### config.mk
export PLATFORM = sky130hd
export DESIGN_NAME = dds_voice_bank
export DESIGN_NICKNAME = d
export VERILOG_FILES = /design/src/rtl/dds_voice_bank.sv
export SDC_FILE = /design/constraint.sdc
export NUM_CORES = 2
export LEC_CHECK = 0
export BUFFER_PORTS_ARGS = -buffer_cell sky130_fd_sc_hd__clkbuf_2
export CAP_MARGIN = 10
export CELL_PAD_IN_SITES_DETAIL_PLACEMENT = 1
export CELL_PAD_IN_SITES_GLOBAL_PLACEMENT = 2
export CORE_MARGIN = 2
export CORE_UTILIZATION = 38
export DETAILED_ROUTE_END_ITERATION = 10
export GPL_ROUTABILITY_DRIVEN = 1
export PLACE_DENSITY = 0.89
export SLEW_MARGIN = 10
export SYNTH_ARGS = -nofsm -noshare
export SYNTH_HDL_FRONTEND = slang
export SYNTH_HIERARCHICAL = 1
export SYNTH_SLANG_ARGS = --single-unit
### constraint.sdc
create_clock -name clk -period 7.8 [get_ports clk]
set_clock_uncertainty 0.05 [all_clocks]
set_input_delay 1.56 -clock clk [delete_from_list [all_inputs] [get_ports clk]]
set_output_delay 1.56 -clock clk [all_outputs]
set_load 0.03 [all_outputs]
### src/rtl/dds_voice_bank.sv
// Multi-voice DDS oscillator: per-voice phase accumulators time-multiplexed through one
// interpolating sine LUT pair, summed into a signed saturated 12-bit mix per sample_tick.

module sine_lut (
   input  logic        clk,
   input  logic [14:0] addr,
   output logic [11:0] dout
);
   // Parabolic half-wave approximation: 2048 +/- floor(u*(16383-u)/2^15), peak 2047.
   function automatic logic [11:0] wave(input logic [14:0] a);
      logic [13:0] u;
      logic [27:0] prod;
      logic [11:0] p;
      u    = a[13:0];
      prod = 28'(u) * 28'(14'd16383 - u);
      p    = 12'(prod >> 15);
      return a[14] ? (12'd2048 - p) : (12'd2048 + p);
   endfunction

   always_ff @(posedge clk) begin
      dout <= wave(addr);
   end
endmodule

module dds_voice_bank #(
   parameter int N_VOICES  = 4,
   parameter int PHASE_W   = 18,
   parameter int MIX_SHIFT = 0
) (
   input  logic                        clk,
   input  logic                        rst,
   input  logic                        sample_tick,
   input  logic                        cfg_we,
   input  logic [$clog2(N_VOICES)+1:0] cfg_addr,
   input  logic [PHASE_W-1:0]          cfg_wdata,
   output logic signed [11:0]          mix_out,
   output logic                        mix_valid,
   output logic                        busy,
   output logic                        overrun
);
   localparam int VW     = $clog2(N_VOICES);
   localparam int R      = PHASE_W - 15;
   localparam int DATA_W = 12;
   localparam int ACC_W  = DATA_W + VW;

   typedef enum logic [1:0] {IDLE, RUN, DRAIN} state_t;

   function automatic logic [DATA_W-1:0] form_sample(
      input logic [1:0]          mode,
      input logic [DATA_W-1:0]   a,
      input logic [DATA_W-1:0]   b,
      input logic [R-1:0]        r,
      input logic [PHASE_W-1:0]  ph
   );
      logic [R:0]          w;
      logic [DATA_W+R:0]   interp;
      logic [DATA_W-1:0]   tri_v;
      logic [DATA_W-1:0]   s;
      w      = (R+1)'(2**R) - (R+1)'(r);
      interp = (DATA_W+R+1)'(a) * (DATA_W+R+1)'(w) + (DATA_W+R+1)'(b) * (DATA_W+R+1)'(r);
      tri_v  = ph[PHASE_W-2 -: DATA_W];
      case (mode)
         2'd0:    s = DATA_W'(interp >> R);
         2'd1:    s = ph[PHASE_W-1] ? '0 : '1;
         2'd2:    s = ph[PHASE_W-1 -: DATA_W];
         default: s = ph[PHASE_W-1] ? ~tri_v : tri_v;
      endcase
      return s;
   endfunction

   function automatic logic signed [DATA_W-1:0] saturate(input logic signed [ACC_W-1:0] acc);
      logic signed [ACC_W-1:0] y;
      logic signed [DATA_W-1:0] res;
      y = acc >>> MIX_SHIFT;
      if (y > $signed(ACC_W'(2047)))
         res = 12'sd2047;
      else if (y < $signed(ACC_W'(-2048)))
         res = -12'sd2048;
      else
         res = DATA_W'(y);
      return res;
   endfunction

   logic [PHASE_W-1:0] phase_q [N_VOICES];
   logic [PHASE_W-1:0] ftw_q   [N_VOICES];
   logic [1:0]         mode_q  [N_VOICES];
   logic               en_q    [N_VOICES];

   state_t        state_q, state_d;
   logic [VW-1:0] vidx_q, vidx_d;
   logic [1:0]    dcnt_q, dcnt_d;
   logic          issue_p0, frame_start, drain_done;

   logic [VW-1:0] cfg_voice;
   logic [1:0]    cfg_reg;

   logic [PHASE_W-1:0]      phase_p0, phase_p1;
   logic [14:0]             addr_a_p0, addr_b_p0;
   logic [DATA_W-1:0]       lut_a_p1, lut_b_p1;
   logic [1:0]              mode_p1;
   logic                    en_p1, en_p2;
   logic                    vld_p1, vld_p2;
   logic [DATA_W-1:0]       s_p2;
   logic signed [ACC_W-1:0] term_p2, acc_p3;

   assign cfg_voice  = cfg_addr[VW+1:2];
   assign cfg_reg    = cfg_addr[1:0];
   assign busy       = (state_q != IDLE);
   assign drain_done = (state_q == DRAIN) && (dcnt_q == 2'd2);

   always_comb begin
      state_d     = state_q;
      vidx_d      = vidx_q;
      dcnt_d      = dcnt_q;
      issue_p0    = 1'b0;
      frame_start = 1'b0;
      case (state_q)
         IDLE: begin
            if (sample_tick) begin
               state_d     = RUN;
               vidx_d      = '0;
               frame_start = 1'b1;
            end
         end
         RUN: begin
            issue_p0 = 1'b1;
            vidx_d   = vidx_q + 1'b1;
            if (vidx_q == VW'(N_VOICES - 1)) begin
               state_d = DRAIN;
               dcnt_d  = '0;
            end
         end
         DRAIN: begin
            dcnt_d = dcnt_q + 2'd1;
            if (dcnt_q == 2'd3)
               state_d = IDLE;
         end
         default: state_d = IDLE;
      endcase
   end

   always_ff @(posedge clk or posedge rst) begin
      if (rst) begin
         state_q   <= IDLE;
         vidx_q    <= '0;
         dcnt_q    <= '0;
         overrun   <= 1'b0;
         vld_p1    <= 1'b0;
         vld_p2    <= 1'b0;
         mix_valid <= 1'b0;
         mix_out   <= '0;
      end else begin
         state_q   <= state_d;
         vidx_q    <= vidx_d;
         dcnt_q    <= dcnt_d;
         overrun   <= sample_tick && busy;
         vld_p1    <= issue_p0;
         vld_p2    <= vld_p1;
         mix_valid <= drain_done;
         if (drain_done)
            mix_out <= saturate(acc_p3);
      end
   end

   // Config writes land after the issue-time phase step, so a same-cycle reg2 write wins.
   always_ff @(posedge clk or posedge rst) begin
      if (rst) begin
         for (int v = 0; v < N_VOICES; v++) begin
            phase_q[v] <= '0;
            ftw_q[v]   <= '0;
            mode_q[v]  <= '0;
            en_q[v]    <= 1'b0;
         end
      end else begin
         if (issue_p0 && en_q[vidx_q])
            phase_q[vidx_q] <= phase_q[vidx_q] + ftw_q[vidx_q];
         if (cfg_we) begin
            case (cfg_reg)
               2'd0: ftw_q[cfg_voice] <= cfg_wdata;
               2'd1: begin
                  en_q[cfg_voice]   <= cfg_wdata[2];
                  mode_q[cfg_voice] <= cfg_wdata[1:0];
               end
               2'd2: phase_q[cfg_voice] <= cfg_wdata;
               default: ;
            endcase
         end
      end
   end

   // S0: LUT addresses from the pre-update phase
   assign phase_p0  = phase_q[vidx_q];
   assign addr_a_p0 = phase_p0[PHASE_W-1:R];
   assign addr_b_p0 = addr_a_p0 + 15'd1;

   sine_lut u_lut_a (.clk(clk), .addr(addr_a_p0), .dout(lut_a_p1));
   sine_lut u_lut_b (.clk(clk), .addr(addr_b_p0), .dout(lut_b_p1));

   // S1: LUT data valid, form the per-voice sample
   // S2: accumulate centred sample into the frame sum
   assign term_p2 = ACC_W'(s_p2) - ACC_W'(2048);

   always_ff @(posedge clk) begin
      phase_p1 <= phase_p0;
      mode_p1  <= mode_q[vidx_q];
      en_p1    <= en_q[vidx_q];
      s_p2     <= form_sample(mode_p1, lut_a_p1, lut_b_p1, phase_p1[R-1:0], phase_p1);
      en_p2    <= en_p1;
      if (frame_start)
         acc_p3 <= '0;
      else if (vld_p2 && en_p2)
         acc_p3 <= acc_p3 + term_p2;
   end
endmodule

---- Word level (Yosys, flattened, before mapping) ----
Index checks and enable logic that the tools add are counted.
operators by class
  $mul .................................... 4
  eq/ne operators ......................... 12
  bitwise logic cells ..................... 3
  reductions and logical operators ........ 17
  mux-type cells .......................... 46
  magnitude comparators ................... 6
  add/subtract/negate cells ............... 14
operators with widths
  kind                                                             count
  bitwise mux 72 bit                                               3
  two-way mux 72 bit                                               3
  two-way mux 18 bit                                               6
  binary-select mux 18 bit (select 2 bit)                          2
  demux 18 bit (select 2 bit)                                      2
  two-way mux 12 bit                                               6
  multiplier 14 x 28 -> 27 bit                                     2
  one-hot mux 12 bit (3 select lines)                              1
  subtractor 14 x 14 -> 15 bit, first input constant               2
  adder 12 bit, first input constant                               2
  subtractor 12 bit, first input constant                          2
  adder 18 bit                                                     1
  two-way mux 2 bit                                                8
  adder 15 x 1 -> 15 bit, second input constant                    1
  adder 15 bit                                                     1
  multiplier 12 x 3 -> 15 bit                                      1
  multiplier 12 x 4 -> 15 bit                                      1
  adder 14 x 13 -> 14 bit                                          1
  greater-than comparator 14 x 12 -> 1 bit, second input constant  1
  < comparator 14 x 12 -> 1 bit, second input constant             1
  subtractor 12 x 12 -> 13 bit, second input constant              1
  equality test 2 bit, second input constant                       6
  inverter 12 bit                                                  1
  bitwise mux 8 bit                                                1
  other kinds (21)                                                 46
word-level totals
  logic and storage cells ................. 134
  bits in registers ....................... 250
  bits of input ports ..................... 26
  output and inout port bits .............. 15

---- Longest topological paths before layout ----
  depth after elaboration ................. 10
  gate-level depth with buffers ........... 34
  mapped depth without buffers ............ 31

---- Cells and area by module ----
Netlist, hierarchy kept.
modules (own cells, without submodules)
  module              cells each  sequential area each (µm²)  instances  area each (µm²)
  dds_voice_bank      1423        5375.2                      1          14033.5
  sine_lut (u_lut_b)  784         240.2                       1          6597.6
  sine_lut (u_lut_a)  778         240.2                       1          6553.8

---- Worst setup path before layout ----
Ideal clock, no wire load.
  path type ............................... register to register
  from .................................... register vidx_q[0]
  to ...................................... register u_lut_b.dout[10]
  period minus slack after synthesis ...... 8.470 ns
  arrival time ............................ 8.348 ns
  required time ........................... 7.678 ns
  buffers on the path ..................... 3
  library setup time ...................... 0.072 ns
  stages on the path, launching flop included .. 34
  slack ................................... -0.670 ns
  cells stage by stage .................... dfrtp_1 buf_6 mux4_2 and2_4 and3_4 and3_4 and3_4 and2_4 nand2_1 xnor2_1 clkbuf_1 inv_1 buf_1 nor2_1 fa_1 inv_1 fa_1 inv_1 fa_1 fa_1 fa_1 inv_1 fa_1 inv_1 ha_1 a21oi_1 o221ai_1 a221oi_1 xor2_1 ha_1 inv_1 or4_1 o41ai_2 xnor2_1
between the ends
  longest elaborated chain between the ends .. 9
  elaborated cells between the ends (all ways) .. 10
  those cells by class .................... add/sub (4); mul (1); mux (4); bitwise (1)
ends and longest elaborated chain
  element                                                    line  RTL
  start: declaration                                         90    logic [VW-1:0] vidx_q, vidx_d;
  start signal: assignment                                   154   vidx_q <= vidx_d;
  inverter 2 -> 3 bit (implied by the code) (*)              192   assign phase_p0 = phase_q[vidx_q];
  binary-select mux 18 bit (select 2 bit) (*)                192
  two-way mux 18 bit (implied by the code) (*) (2 in a row)  192
  named net phase_p0[6]                                      97    logic [PHASE_W-1:0] phase_p0, phase_p1;
  adder 15 x 1 -> 15 bit (*)                                 194   assign addr_b_p0 = addr_a_p0 + 15'd1;
  named net addr_b_p0[11]                                    98    logic [14:0] addr_a_p0, addr_b_p0;
  subtractor 14 x 14 -> 15 bit                               15    prod = 28'(u) * 28'(14'd16383 - u);
  multiplier 14 x 28 -> 27 bit (*)                           15
  adder 12 bit / subtractor 12 bit (equally long branches)   17    return a[14] ? (12'd2048 - p) : (12'd2048 + p);
  two-way mux 12 bit (*)                                     17
  end signal: assignment                                     21    dout <= wave(addr);
  end: declaration                                           7     output logic [11:0] dout
Mark *: on every way through the listed nets, which the timed path passes. The rest lies on a longest branch. The select of a mux whose other input is x is not followed.
A chain may end at the register's enable or synchronous reset.

---- Worst setup path after layout ----
Same ends and word-level chain as after synthesis.

==> Implementation_results.wiki <==
{| class="wikitable"
! Metric !! Value
|-
| Minimum period implied by the final worst setup slack || 8.02 ns
|-
| Worst reg2reg startpoint || vidx_q[0]
|-
| Later-pin clock latency in the skew report || 0.61 ns
|-
| Number of placement rows || 98
|-
| Type of the worst min-delay path || flop to flop
|-
| Most used standard cell by instance count after synthesis || inv_1
|-
| Filler cells || 8282
|-
| PortBufs || 40
|-
| Least setup slack across all paths after layout || -0.219 ns
|-
| Tightest Pin Transition || about 1.2 ns
|-
| Cell Count Post-Placement || between 4000 and 5000
|-
| Core Box Area || 71100 µm²
|-
| Period utilization || 103%
|-
| Slowest stage cell, crit path || fa_1
|-
| Routed Antenna Nets || 0
|-
| Num CTS Buffers || 30
|-
| Cell taking the most area after synthesis || fa_1
|-
| Final non-filler cell total || 4105
|-
| Total detailed-routing wirelength || approximately 80000 µm
|-
| Cells after synthesis || between 2000 and 3000
|-
| Max_slew headroom || 19.3%
|-
| R2r worst-path depth || 31
|-
| Number of warnings reported in the yosys synthesis log || 6
|-
| Netlist area before placement || ~27000 µm²
|-
| Vertical extent of the die || around 270 µm
|-
| Synthesized area per cell || between 9 and 10 µm²
|-
| Vias in the first global route || ~24000
|-
| Initial drt markers || ~1200
|-
| Minimum setup slack among reg-to-reg paths || -0.22 ns
|-
| CTS tree || built
|-
| Clock net sink count || roughly 250
|-
| Worst hold path endpoint || en_p2
|-
| Number of remaining DRC errors || 0
|-
| Fraction of final layout cells with drive strength greater than 1 || 16.6%
|-
| Unique masters post-synth || 80
|-
| Async set or reset register ratio after synthesis || between 70 and 80%
|-
| Final-layout worst hold slack || 0.296 ns
|-
| Count of hold-fix buffers inserted at cts || 0
|-
| Kind of start point of the critical path || flop
|-
| Crit path arrival time || around 8.5 ns
|-
| Flip-flop and latch count after synthesis || around 250
|-
| Max cap viols || 0
|-
| Critical path's most frequent cell || fa_1
|-
| R2R Path End || u_lut_b/dout[10]
|-
| Reg clk slew, reported paths || 0.08 ns
|-
| Routed len/inst || about 20 µm
|-
| Diode count || 0
|-
| Net count of the mapped netlist || between 3000 and 4000
|-
| Buffer depth of the longest clock path || 3
|-
| Crit path capture type || flop
|-
| EDFF count, synth || 0
|-
| Largest stage delay, worst path || 0.55 ns
|-
| Violated checks || negative setup slack
|-
| Run status || complete, but fails checks
|-
| Cell types with the highest counts after synthesis || 444 x inv_1, 359 x nand2_1, 342 x nor2_1, 304 x fa_1, 296 x ha_1
|-
| Critical Path Fanout Max || 6
|-
| Antenna violations before repair || 1
|-
| Worst hold path cell count || 0
|-
| Die area || approximately 74000 µm²
|-
| Number of placed I/O pins || between 40 and 50
|-
| Share of synthesized area occupied by flip-flops and latches || 21.5%
|-
| H-tree lvl count || 1
|-
| Unrepaired setup endpoints after global routing || true
|-
| Count of final max-slew check failures || 0
|-
| Drt first pass iters || 5
|-
| Worst hold start || en_p1
|-
| Routability congestion estimate from global placement || between 0.8 and 0.9
|-
| Top area cells in the synthesized netlist || fa_1 22%, dfrtp_1 16%, ha_1 14%
|-
| Number of endpoints with negative hold slack in the final report || 0
|-
| Top_reg_cell synth || dfrtp_1
|-
| Maximum number of pins on one net before global-route repair || about 110
|-
| Floorplan die width || 271 µm
|-
| DP HPWL || roughly 62000 µm
|-
| Overall via count from detail_route || 21685
|-
| Required arrival time at the worst endpoint || between 8 and 9 ns
|-
| Wire length of the first global-routing pass || roughly 130000 µm
|-
| Post-placement worst setup slack || -0.290 ns
|-
| Type of the worst setup path || flop to flop
|-
| # nets final || about 3800
|-
| GR Util All Layers || approximately 22%
|-
| Setup violations, final || 7
|-
| Area Overhead vs Synth || 14.3%
|-
| Fraction of post-synthesis cell area in the top cell type by area || 22.4%
|-
| Starting Density || about two fifths
|-
| Max Freq || approximately 120 MHz
|-
| CTS Root Buffer Type || clkbuf_16
|-
| Overall overflow remaining after global route || 0
|-
| Vias per Instance || approximately 5.3
|}
sequential cells by signal, indices dropped and copies added (netlist names), 2 cells and up:
name          count
ftw_q            72
phase_q          72
mode_q            8
dcnt_q            2
u_lut_a/dout     12
state_q           2
en_q              4
vidx_q            2
u_lut_b/dout     12
mix_out          12
phase_p1         16
mode_p1           2
s_p2             12
acc_p3           14
what timing repair did:
action	CTS	global route
pin swaps	12	19
gates resized for setup	33	36
endpoints found under the setup margin	11	19
setup buffers	2	10
how the worst max path moves through the flow:
stage | start | to | slack [ns]
CTS | vidx_q[0] | u_lut_b/dout[10] | -0.17
global placement | vidx_q[0] | u_lut_b/dout[10] | -0.13
floorplan | vidx_q[0] | u_lut_b/dout[10] | -0.07
finish | vidx_q[0] | u_lut_b/dout[10] | -0.22
detailed placement | vidx_q[0] | u_lut_b/dout[10] | -0.29
global route | vidx_q[0] | u_lut_b/dout[10] | -0.48
through the flow:
step	setup TNS [ns]	util (%)	instance area [µm²]
after global routing	-3.55	43.7	31100
after detailed placement	-1.36	41.8	29700
after floorplan	-0.128	-	27400
after CTS	-0.518	43.4	30900
after global placement	-0.290	41.8	29700
final	-0.739	43.7	31100
metal layers:
| metal | vias to the layer above | GRT usage, % | part of all wire (%) |
|---|---|---|---|
| met3 | 157 | 2.90 | 4.8 |
| met5 | - | 0 | 0.016 |
| met4 | 2 | 7.61 | 3.5 |
| met2 | 474 | 37.4 | 48 |
| met1 | 11127 | 29.3 | 44 |
| li1 | 9925 | - | - |
worst max-delay path, delay by kind of cell, from the launching register on:
kind / cells / cell delay, ns
muxes: 1 / 0.53
and+or+nand+nor: 8 / 1.56
AOI/OAI and AO/OA: 4 / 0.85
buffers and inverters: 7 / 0.42
xor gates and xnor gates: 3 / 0.47
DFF: 1 / 0.45
adders and majority gates: 8 / 3.53
cell type report:
| cell class | instances | area [µm²] | area share [%] |
|---|---|---|---|
| flip-flops and latches | 248 | 5860 | 18.9 |
| clock buffers | 41 | 812 | 2.61 |
| multi-input cells | 2145 | 19500 | 62.8 |
| repair buffers | 247 | 1800 | 5.80 |
| clock inverters | 13 | 143 | 0.459 |
| well taps | 950 | 1190 | 3.83 |
| inverters | 461 | 1770 | 5.68 |
cell families after synthesis:
logic type,count (synthesis),synth area share [%]
AO/OA/AOI/OAI,375,8.70
XOR/XNOR,100,3.25
adder cells (fa/ha/maj),600,36.0
buffers and inverters,592,8.27
flip-flops,248,21.5
multiplexers,131,7.08
AND/OR/NAND/NOR,939,15.1
placed cells by master (no fill, tap or decap), drive strengths merged, types with 28 or more instances in the layout:
cell type / count
inv: 450
nand2: 363
nor2: 342
fa: 304
ha: 296
buf: 207
dfrtp: 178
a21oi: 112
o21ai: 90
mux2: 86
clkbuf: 81
xnor2: 79
and2: 73
dfxtp: 70
a31oi: 48
mux4: 39
nand3: 34
nor3: 28
Power is not shown: default switching activity piles up to over one toggle a cycle in this logic, so the estimate is an artifact.
